<file path="config.mk">
export PLATFORM = sky130hd
export DESIGN_NAME = apb_timer
export DESIGN_NICKNAME = d
export VERILOG_FILES = /design/src/rtl/apb_timer_pkg.sv /design/src/rtl/apb_timer_core.sv /design/src/rtl/apb_timer.sv
export SDC_FILE = /design/constraint.sdc
export NUM_CORES = 1
export LEC_CHECK = 0
export BUFFER_PORTS_ARGS = -buffer_cell sky130_fd_sc_hd__buf_2
export CAP_MARGIN = 20
export CORE_ASPECT_RATIO = 1.2
export CORE_UTILIZATION = 64
export CTS_BUF_LIST = sky130_fd_sc_hd__clkbuf_4 sky130_fd_sc_hd__clkbuf_8 sky130_fd_sc_hd__clkbuf_16
export DETAILED_ROUTE_END_ITERATION = 16
export PLACE_DENSITY = 0.87
export SLEW_MARGIN = 20
export SYNTH_ARGS = -nofsm -noshare
export SYNTH_HDL_FRONTEND = slang
export SYNTH_SLANG_ARGS = --single-unit
</file>
<file path="constraint.sdc">
create_clock -name PCLK -period 8.5 [get_ports PCLK]
set_input_delay 1.275 -clock PCLK [delete_from_list [all_inputs] [get_ports PCLK]]
set_output_delay 1.275 -clock PCLK [all_outputs]
set_load 0.02 [all_outputs]
</file>
<file path="src/rtl/apb_timer_pkg.sv">
// Shared constants for the APB timer: register offsets, control-bit positions
// and the bus responder state encoding.
package apb_timer_pkg;

    localparam logic [2:0] TCR_OFS  = 3'd0;
    localparam logic [2:0] PSC_OFS  = 3'd1;
    localparam logic [2:0] ARR_OFS  = 3'd2;
    localparam logic [2:0] TCNT_OFS = 3'd3;
    localparam logic [2:0] TSR_OFS  = 3'd4;

    localparam int TCR_EN_BIT  = 0;
    localparam int TCR_CLR_BIT = 1;
    localparam int TCR_IE_BIT  = 2;
    localparam int TSR_OVF_BIT = 0;

    typedef enum logic {
        IDLE   = 1'b0,
        ACCESS = 1'b1
    } apb_slv_state_e;

endpackage

</file>
<file path="src/rtl/apb_timer_core.sv">
// Prescaled 32-bit up-counter with >= auto-reload compare and a sticky
// overflow flag whose set beats a simultaneous clear.
module apb_timer_core
    import apb_timer_pkg::*;
(
    input  logic        PCLK,
    input  logic        PRESET,
    input  logic        en,
    input  logic        clr,
    input  logic [31:0] psc,
    input  logic [31:0] arr,
    input  logic        ovf_clr,
    output logic [31:0] tcnt,
    output logic        ovf
);

    logic [31:0] psc_cnt_reg, psc_cnt_next;
    logic [31:0] tcnt_reg, tcnt_next;
    logic        ovf_reg, ovf_next;
    logic        tick;
    logic        wrap;

    always_comb begin
        tick         = en & ~clr & (psc_cnt_reg == psc);
        wrap         = 1'b0;
        psc_cnt_next = psc_cnt_reg;
        tcnt_next    = tcnt_reg;
        if (clr) begin
            psc_cnt_next = 32'd0;
            tcnt_next    = 32'd0;
        end else if (en) begin
            psc_cnt_next = tick ? 32'd0 : psc_cnt_reg + 32'd1;
            if (tick) begin
                // >= so that lowering ARR under the live count wraps at once
                if (tcnt_reg >= arr) begin
                    tcnt_next = 32'd0;
                    wrap      = 1'b1;
                end else begin
                    tcnt_next = tcnt_reg + 32'd1;
                end
            end
        end
        ovf_next = wrap ? 1'b1 : (ovf_clr ? 1'b0 : ovf_reg);
    end

    always_ff @(posedge PCLK or posedge PRESET) begin
        if (PRESET) begin
            psc_cnt_reg <= 32'd0;
            tcnt_reg    <= 32'd0;
            ovf_reg     <= 1'b0;
        end else begin
            psc_cnt_reg <= psc_cnt_next;
            tcnt_reg    <= tcnt_next;
            ovf_reg     <= ovf_next;
        end
    end

    assign tcnt = tcnt_reg;
    assign ovf  = ovf_reg;

endmodule

</file>
<file path="src/rtl/apb_timer.sv">
// APB responder with programmable wait states wrapping the timer core:
// bus FSM, register file and combinational read mux.
module apb_timer
    import apb_timer_pkg::*;
#(
    parameter int WAIT_STATES = 0
) (
    input  logic        PCLK,
    input  logic        PRESET,
    input  logic [31:0] PADDR,
    input  logic        PWRITE,
    input  logic        PENABLE,
    input  logic        PSEL,
    input  logic [31:0] PWDATA,
    output logic [31:0] PRDATA,
    output logic        PREADY,
    output logic        irq
);

    localparam logic [2:0] WS = 3'(WAIT_STATES);

    apb_slv_state_e state_reg, state_next;
    logic [2:0]     wait_cnt_reg, wait_cnt_next;
    logic           tcr_en_reg, tcr_ie_reg;
    logic [31:0]    psc_reg, arr_reg;
    logic [2:0]     addr;
    logic           pready;
    logic           wr_en;
    logic           clr_pulse;
    logic           ovf_clr;
    logic [31:0]    tcnt;
    logic           ovf;
    logic [31:0]    rd_mux;
    logic           unused_paddr;

    assign addr         = PADDR[4:2];
    assign unused_paddr = ^{PADDR[31:5], PADDR[1:0]};

    assign pready    = (state_reg == ACCESS) & PENABLE & (wait_cnt_reg == WS);
    assign wr_en     = pready & PWRITE;
    assign clr_pulse = wr_en & (addr == TCR_OFS) & PWDATA[TCR_CLR_BIT];
    assign ovf_clr   = wr_en & (addr == TSR_OFS) & PWDATA[TSR_OVF_BIT];

    always_comb begin
        state_next    = state_reg;
        wait_cnt_next = wait_cnt_reg;
        if (!PSEL) begin
            state_next    = IDLE;
            wait_cnt_next = 3'd0;
        end else begin
            case (state_reg)
                IDLE: begin
                    if (!PENABLE) begin
                        state_next    = ACCESS;
                        wait_cnt_next = 3'd0;
                    end
                end
                ACCESS: begin
                    if (pready) begin
                        state_next    = IDLE;
                        wait_cnt_next = 3'd0;
                    end else if (wait_cnt_reg != WS) begin
                        wait_cnt_next = wait_cnt_reg + 3'd1;
                    end
                end
                default: begin
                    state_next    = IDLE;
                    wait_cnt_next = 3'd0;
                end
            endcase
        end
    end

    always_ff @(posedge PCLK or posedge PRESET) begin
        if (PRESET) begin
            state_reg    <= IDLE;
            wait_cnt_reg <= 3'd0;
        end else begin
            state_reg    <= state_next;
            wait_cnt_reg <= wait_cnt_next;
        end
    end

    // Registers only change on the edge that completes a write transfer
    always_ff @(posedge PCLK or posedge PRESET) begin
        if (PRESET) begin
            tcr_en_reg <= 1'b0;
            tcr_ie_reg <= 1'b0;
            psc_reg    <= 32'd0;
            arr_reg    <= 32'hFFFF_FFFF;
        end else if (wr_en) begin
            case (addr)
                TCR_OFS: begin
                    tcr_en_reg <= PWDATA[TCR_EN_BIT];
                    tcr_ie_reg <= PWDATA[TCR_IE_BIT];
                end
                PSC_OFS: psc_reg <= PWDATA;
                ARR_OFS: arr_reg <= PWDATA;
                default: ;
            endcase
        end
    end

    apb_timer_core u_core (
        .PCLK    (PCLK),
        .PRESET  (PRESET),
        .en      (tcr_en_reg),
        .clr     (clr_pulse),
        .psc     (psc_reg),
        .arr     (arr_reg),
        .ovf_clr (ovf_clr),
        .tcnt    (tcnt),
        .ovf     (ovf)
    );

    always_comb begin
        rd_mux = 32'd0;
        case (addr)
            TCR_OFS:  rd_mux = {29'd0, tcr_ie_reg, 1'b0, tcr_en_reg};
            PSC_OFS:  rd_mux = psc_reg;
            ARR_OFS:  rd_mux = arr_reg;
            TCNT_OFS: rd_mux = tcnt;
            TSR_OFS:  rd_mux = {31'd0, ovf};
            default:  rd_mux = 32'd0;
        endcase
    end

    assign PRDATA = pready ? rd_mux : 32'd0;
    assign PREADY = pready;
    assign irq    = ovf & tcr_ie_reg;

endmodule
</file>
# [After elaboration in Yosys (flattened, before gate mapping)]
# Index checks and enable logic that the tools add are counted.
[word_totals] in_bits=69 wordCells=67 out_inout_bits=34 ff_bits=135
[op_classes] muxes=24 n_reduce_logical=11 add_sub_neg=3 bitwise=12 eq_ne=7 magnitude_cmp=1
[op_table] op="32-bit 2-to-1 mux" count=8
[op_table] op="32-bit case mux with 5 select lines" count=1
[op_table] op="32-bit by 1-bit adder with 32-bit output (second input constant)" count=2
[op_table] op="32-bit == test" count=1
[op_table] op="32-bit >= comparator" count=1
[op_table] op="3-bit 2-to-1 mux" count=4
[op_table] op="1-bit AND" count=10
[op_table] op="2-bit AND reduction" count=5
[op_table] op="1-bit 2-to-1 mux" count=9
[op_table] op="3-bit by 2-bit == test with 1-bit output (second input constant)" count=2
[op_table] op="3-bit zero test" count=2
[op_table] op="3-bit case mux with 2 select lines" count=1
[op_table] op="2-bit nonzero test" count=3
[op_table] op="4-bit by 2-bit != test with 1-bit output (second input constant)" count=1
[op_table] op="3-bit by 1-bit adder with 3-bit output (second input constant)" count=1
[op_table] op="3-bit by 1-bit == test with 1-bit output (second input constant)" count=1
[op_table] op="3-bit == test (second input constant)" count=1
[op_table] op="3-bit != test (second input constant)" count=1
[op_table] op="3-bit nonzero test" count=1
[op_table] op="1-bit inverter" count=2
[op_table] op="1-bit case mux with 2 select lines" count=1

# [Logic depth before layout (Yosys ltp)]
[logic_depth] word_depth=12 ltp_mapped=10 ltp_nobuf=8

# [Hierarchy]
# Synthesis repeated with hierarchy kept, for this count alone.
[unflattened] hier_cells=854 hier_area_um2=8589.5
[modules_own_cells] mod="apb_timer_core" cells_each=562 area_per_inst_um2=4792.1 seq_area_each_um2=1626.6 instances=1
[modules_own_cells] mod="apb_timer" cells_each=292 area_per_inst_um2=3797.4 seq_area_each_um2=1791.7 instances=1

# [Worst setup path before layout]
# Ideal clock, no wire load.
[synth_path] path_type="input-to-output" start="in PADDR[2]" end="out PRDATA[10]" arrival_ps=2373 slack_ps=4852 n_path_buf=2 required_time_ps=7225 stages=6 cell_sequence="clkbuf_1 buf_1 nand2_1 o21ai_0 a22oi_1 nor2_1"
[synth_between] elab_chain_len=3 word_cells_on_any_way=7 classes_between="eq/ne (4); mux (2); reduce/logical (1)"
[synth_lines] item="from (decl)" line="apb_timer.sv:10" text="input logic [31:0] PADDR,"
[synth_lines] item="3-bit == test, or another cell as far along" line="apb_timer.sv:118" text="case (addr)"
[synth_lines] item="32-bit case mux with 5 select lines *" line="apb_timer.sv:118"
[synth_lines] item="32-bit 2-to-1 mux *" line="apb_timer.sv:128" text="assign PRDATA = pready ? rd_mux : 32'd0;"
[synth_lines] item="to (decl)" line="apb_timer.sv:15" text="output logic [31:0] PRDATA,"
# Every way passes the cells marked *; elsewhere a longest branch is shown, timed or not.

# [Worst setup path after layout]
[layout_path] start="in PADDR[2]" end="out PRDATA[31]"
# Same word-level chain as after synthesis.

==> results_dict.tcl <==
set metrics [dict create \
    status "complete, no violations" \
    die-area_sq_mm 0.01352 \
    finalSetupTns_ps 0 \
    tritoncts "done" \
    place.port_buffers 73 \
    die_height_um 127.2 \
    multi_input_comb_area_sq_mm 0.004583 \
    io_pins 103 \
    synth.net_count 1020 \
    clkLatencyLatePin_ps 440 \
    grt_max_degree 71 \
    cts_setup_buffers 0 \
    slew_violations 0 \
    place.gp.congestion 0.9178 \
    ys_seq_area_share_pct 40.90 \
    final_common_cell "dfrtp_1" \
    wl_per_cell_um 20.44 \
    layout-drive-gt1-share_pct 21.00 \
    hold_class "reg -> reg" \
    vdd_drop_max_mv 0.1377 \
    async_reset_ff_share_pct 100.0 \
    dominantRegCellSynth "dfrtp_1" \
    cpMaxStageDelayCell "buf_2" \
    synth-seq-cells 135 \
    crit_type "in -> out" \
    vias 7516 \
    p_per_area_mw_per_mm2 210.1 \
    clk_path_buf_depth 2 \
    period_minus_slack_ps 4823 \
    initial_core_util_pct 65.97 \
    n_antenna_cell 0 \
    viasPerCell 6.593 \
    nNetsFinal 1068 \
    cts_resized 0 \
    cts_max_level 4 \
    fin_skew_ps 9.200 \
    grt.overflow.total 0 \
    ctsHoldBuffers 0 \
    drv_cap 0 \
    yosys.cell_types.count 57 \
    worst-path-buf-inv 3 \
    grt_use_total_pct 36.52 \
    place_area_sq_mm 0.008818 \
    max_freq_mhz 207.3 \
    fin_hold_ws_ps 528.5 \
    cp_top_family "buffers and inverters" \
    drt_wl_total_um 23300 \
    arrival_ps 3550 \
    cp_data_required_time_ps 7220 \
    syn-cell-area_sq_mm 0.008357 \
    maxSlewHeadroom_pct 29.12 \
    grt_first_pass_wirelength_um 37740 \
    cp_common_cell "buf_2" \
    fillers 902 \
    die_w_um 106.3 \
    synthCells 915 \
    dr.pass1.iters 5 \
    numCtsBuffers 17 \
    stdcell_area_sq_mm 0.009497 \
    path_clk_slew_ps 50 \
    finalSetupViolCount 0 \
    layout_common_cells "dfrtp_1 (103), nand2_1 (99), nor2_1 (84)" \
    syn_area_per_cell_sq_um 9.133 \
    hold_viol 0 \
    crit_fanout 66 \
    grt_antenna_before_repair 0 \
    startpoint_type "input port" \
    worstPathCellList "buf_2, nor2b_2, buf_4, a22oi_1, nor2_1, buf_2" \
    synth_edf_count 0 \
    worst_slew_pin_slew_ps 1061 \
    row_count 45 \
    postRouteAntennaNets 0 \
    max_stage_delay_ps 780 \
    grt_pass1_vias 7257 \
    rsz0062_at_grt "no" \
    finalCritPeriodShare_pct 56.74 \
    dp_hpwl_um 16090 \
    drc 0 \
    syn2layout_area_growth_pct 13.64 \
    cts-root-buf "clkbuf_16" \
    core_sq_mm 0.01267 \
    end_kind "output pin" \
    regArea_sq_mm 0.003418 \
    p_leak_nw 4.415 \
    synth_warnings 0 \
    cts.sink_count 135 \
    drt_iter0_drc 661 \
]
==> cells by family after synthesis <==
group	count (synthesis)	synth area share [%]
adders and majority gates	36	5.390
DFF	135	40.90
muxes	41	5.779
and+or+nand+nor	327	19.48
xor gates and xnor gates	68	7.127
buffers and inverters	98	4.641
AOI/OAI and AO/OA	210	16.68
==> metrics by stage <==
step	utilization [%]	instances	total power, W	setup WS (ps)
finish	74.96	1140	0.001995	3677
global route	74.96	1140	0.002073	3533
CTS	74.96	1140	0.001991	3760
detailed placement	69.61	1108	0.001138	3755
global placement	69.61	1108	0.001125	3748
floorplan	-	915	0.001029	3667
==> tightest hold or removal path: cells and delay by family (launching register included) <==
kind,cells,cell delay (ps)
buffers and inverters,1,70
flip-flops,1,360
AO/OA/AOI/OAI,1,90
==> path summary, 6_finish.rpt <==
path / from / end / slack [ps] / cells after the start
worst max-delay path: PADDR[2] / PRDATA[31] / 3680 / 6
worst min-delay path: arr_reg[31] / arr_reg[31] / 530 / 2
worst max register to register: arr_reg[9] / u_core.tcnt[11] / 4740 / 10
worst min register to register: arr_reg[31] / arr_reg[31] / 530 / 2
max in group asynchronous: PRESET / psc_reg[2] / 6080 / 3
min in group asynchronous: PRESET / wait_cnt_reg[0] / 1030 / 2
==> cells in the mapped netlist (all sizes together), types with 6 or more instances <==
cell type / number / share of area, %
dfrtp: 103 / 31
nand2: 99 / 4.4
nor2: 84 / 3.8
o21ai: 74 / 4.4
inv: 43 / 1.9
xnor2: 40 / 4.2
mux2: 38 / 5.1
ha: 36 / 5.4
clkbuf: 35 / 1.6
nand4: 34 / 2.5
a22oi: 33 / 3.0
dfstp: 32 / 10
xor2: 28 / 2.9
a21oi: 21 / 1.3
nand3: 21 / 1.3
buf: 20 / 1.1
o2111ai: 16 / 1.7
and3: 14 / 1.0
nor3: 12 / 0.72
a2bb2oi: 10 / 1.0
nor4: 10 / 0.93
o41ai: 10 / 1.0
a21o: 8 / 0.72
and2: 8 / 0.60
and4: 8 / 0.84
or4: 7 / 0.67
o31ai: 6 / 0.54
==> metal layers <==
layer	global-route usage (%)	wire length, um	vias to the layer above
met5	0	0	-
met1	46.81	9391	3640
met4	16.50	964	0
met2	59.28	11140	386
met3	8.010	1805	78
li1	-	-	3412
==> final cells by class <==
cell class | count | share of cell area (%)
Clock buffer | 23 | 5.086
Timing Repair Buffer | 84 | 4.717
Tap cell | 164 | 2.161
Sequential cell | 135 | 35.99
Inverter | 43 | 1.726
Multi-Input combinational cell | 682 | 48.26
Clock inverter | 9 | 2.055
==> where the power goes <==
| part | total (W) | internal, W | switching [W] |
|---|---|---|---|
| clock network | 0.000850 | 0.000576 | 0.000273 |
| registers | 0.000797 | 0.000732 | 0.0000655 |
| logic | 0.000348 | 0.000140 | 0.000208 |
| total | 0.00199 | 0.00145 | 0.000547 |
No activity file was read; power rests on OpenSTA's default activity.
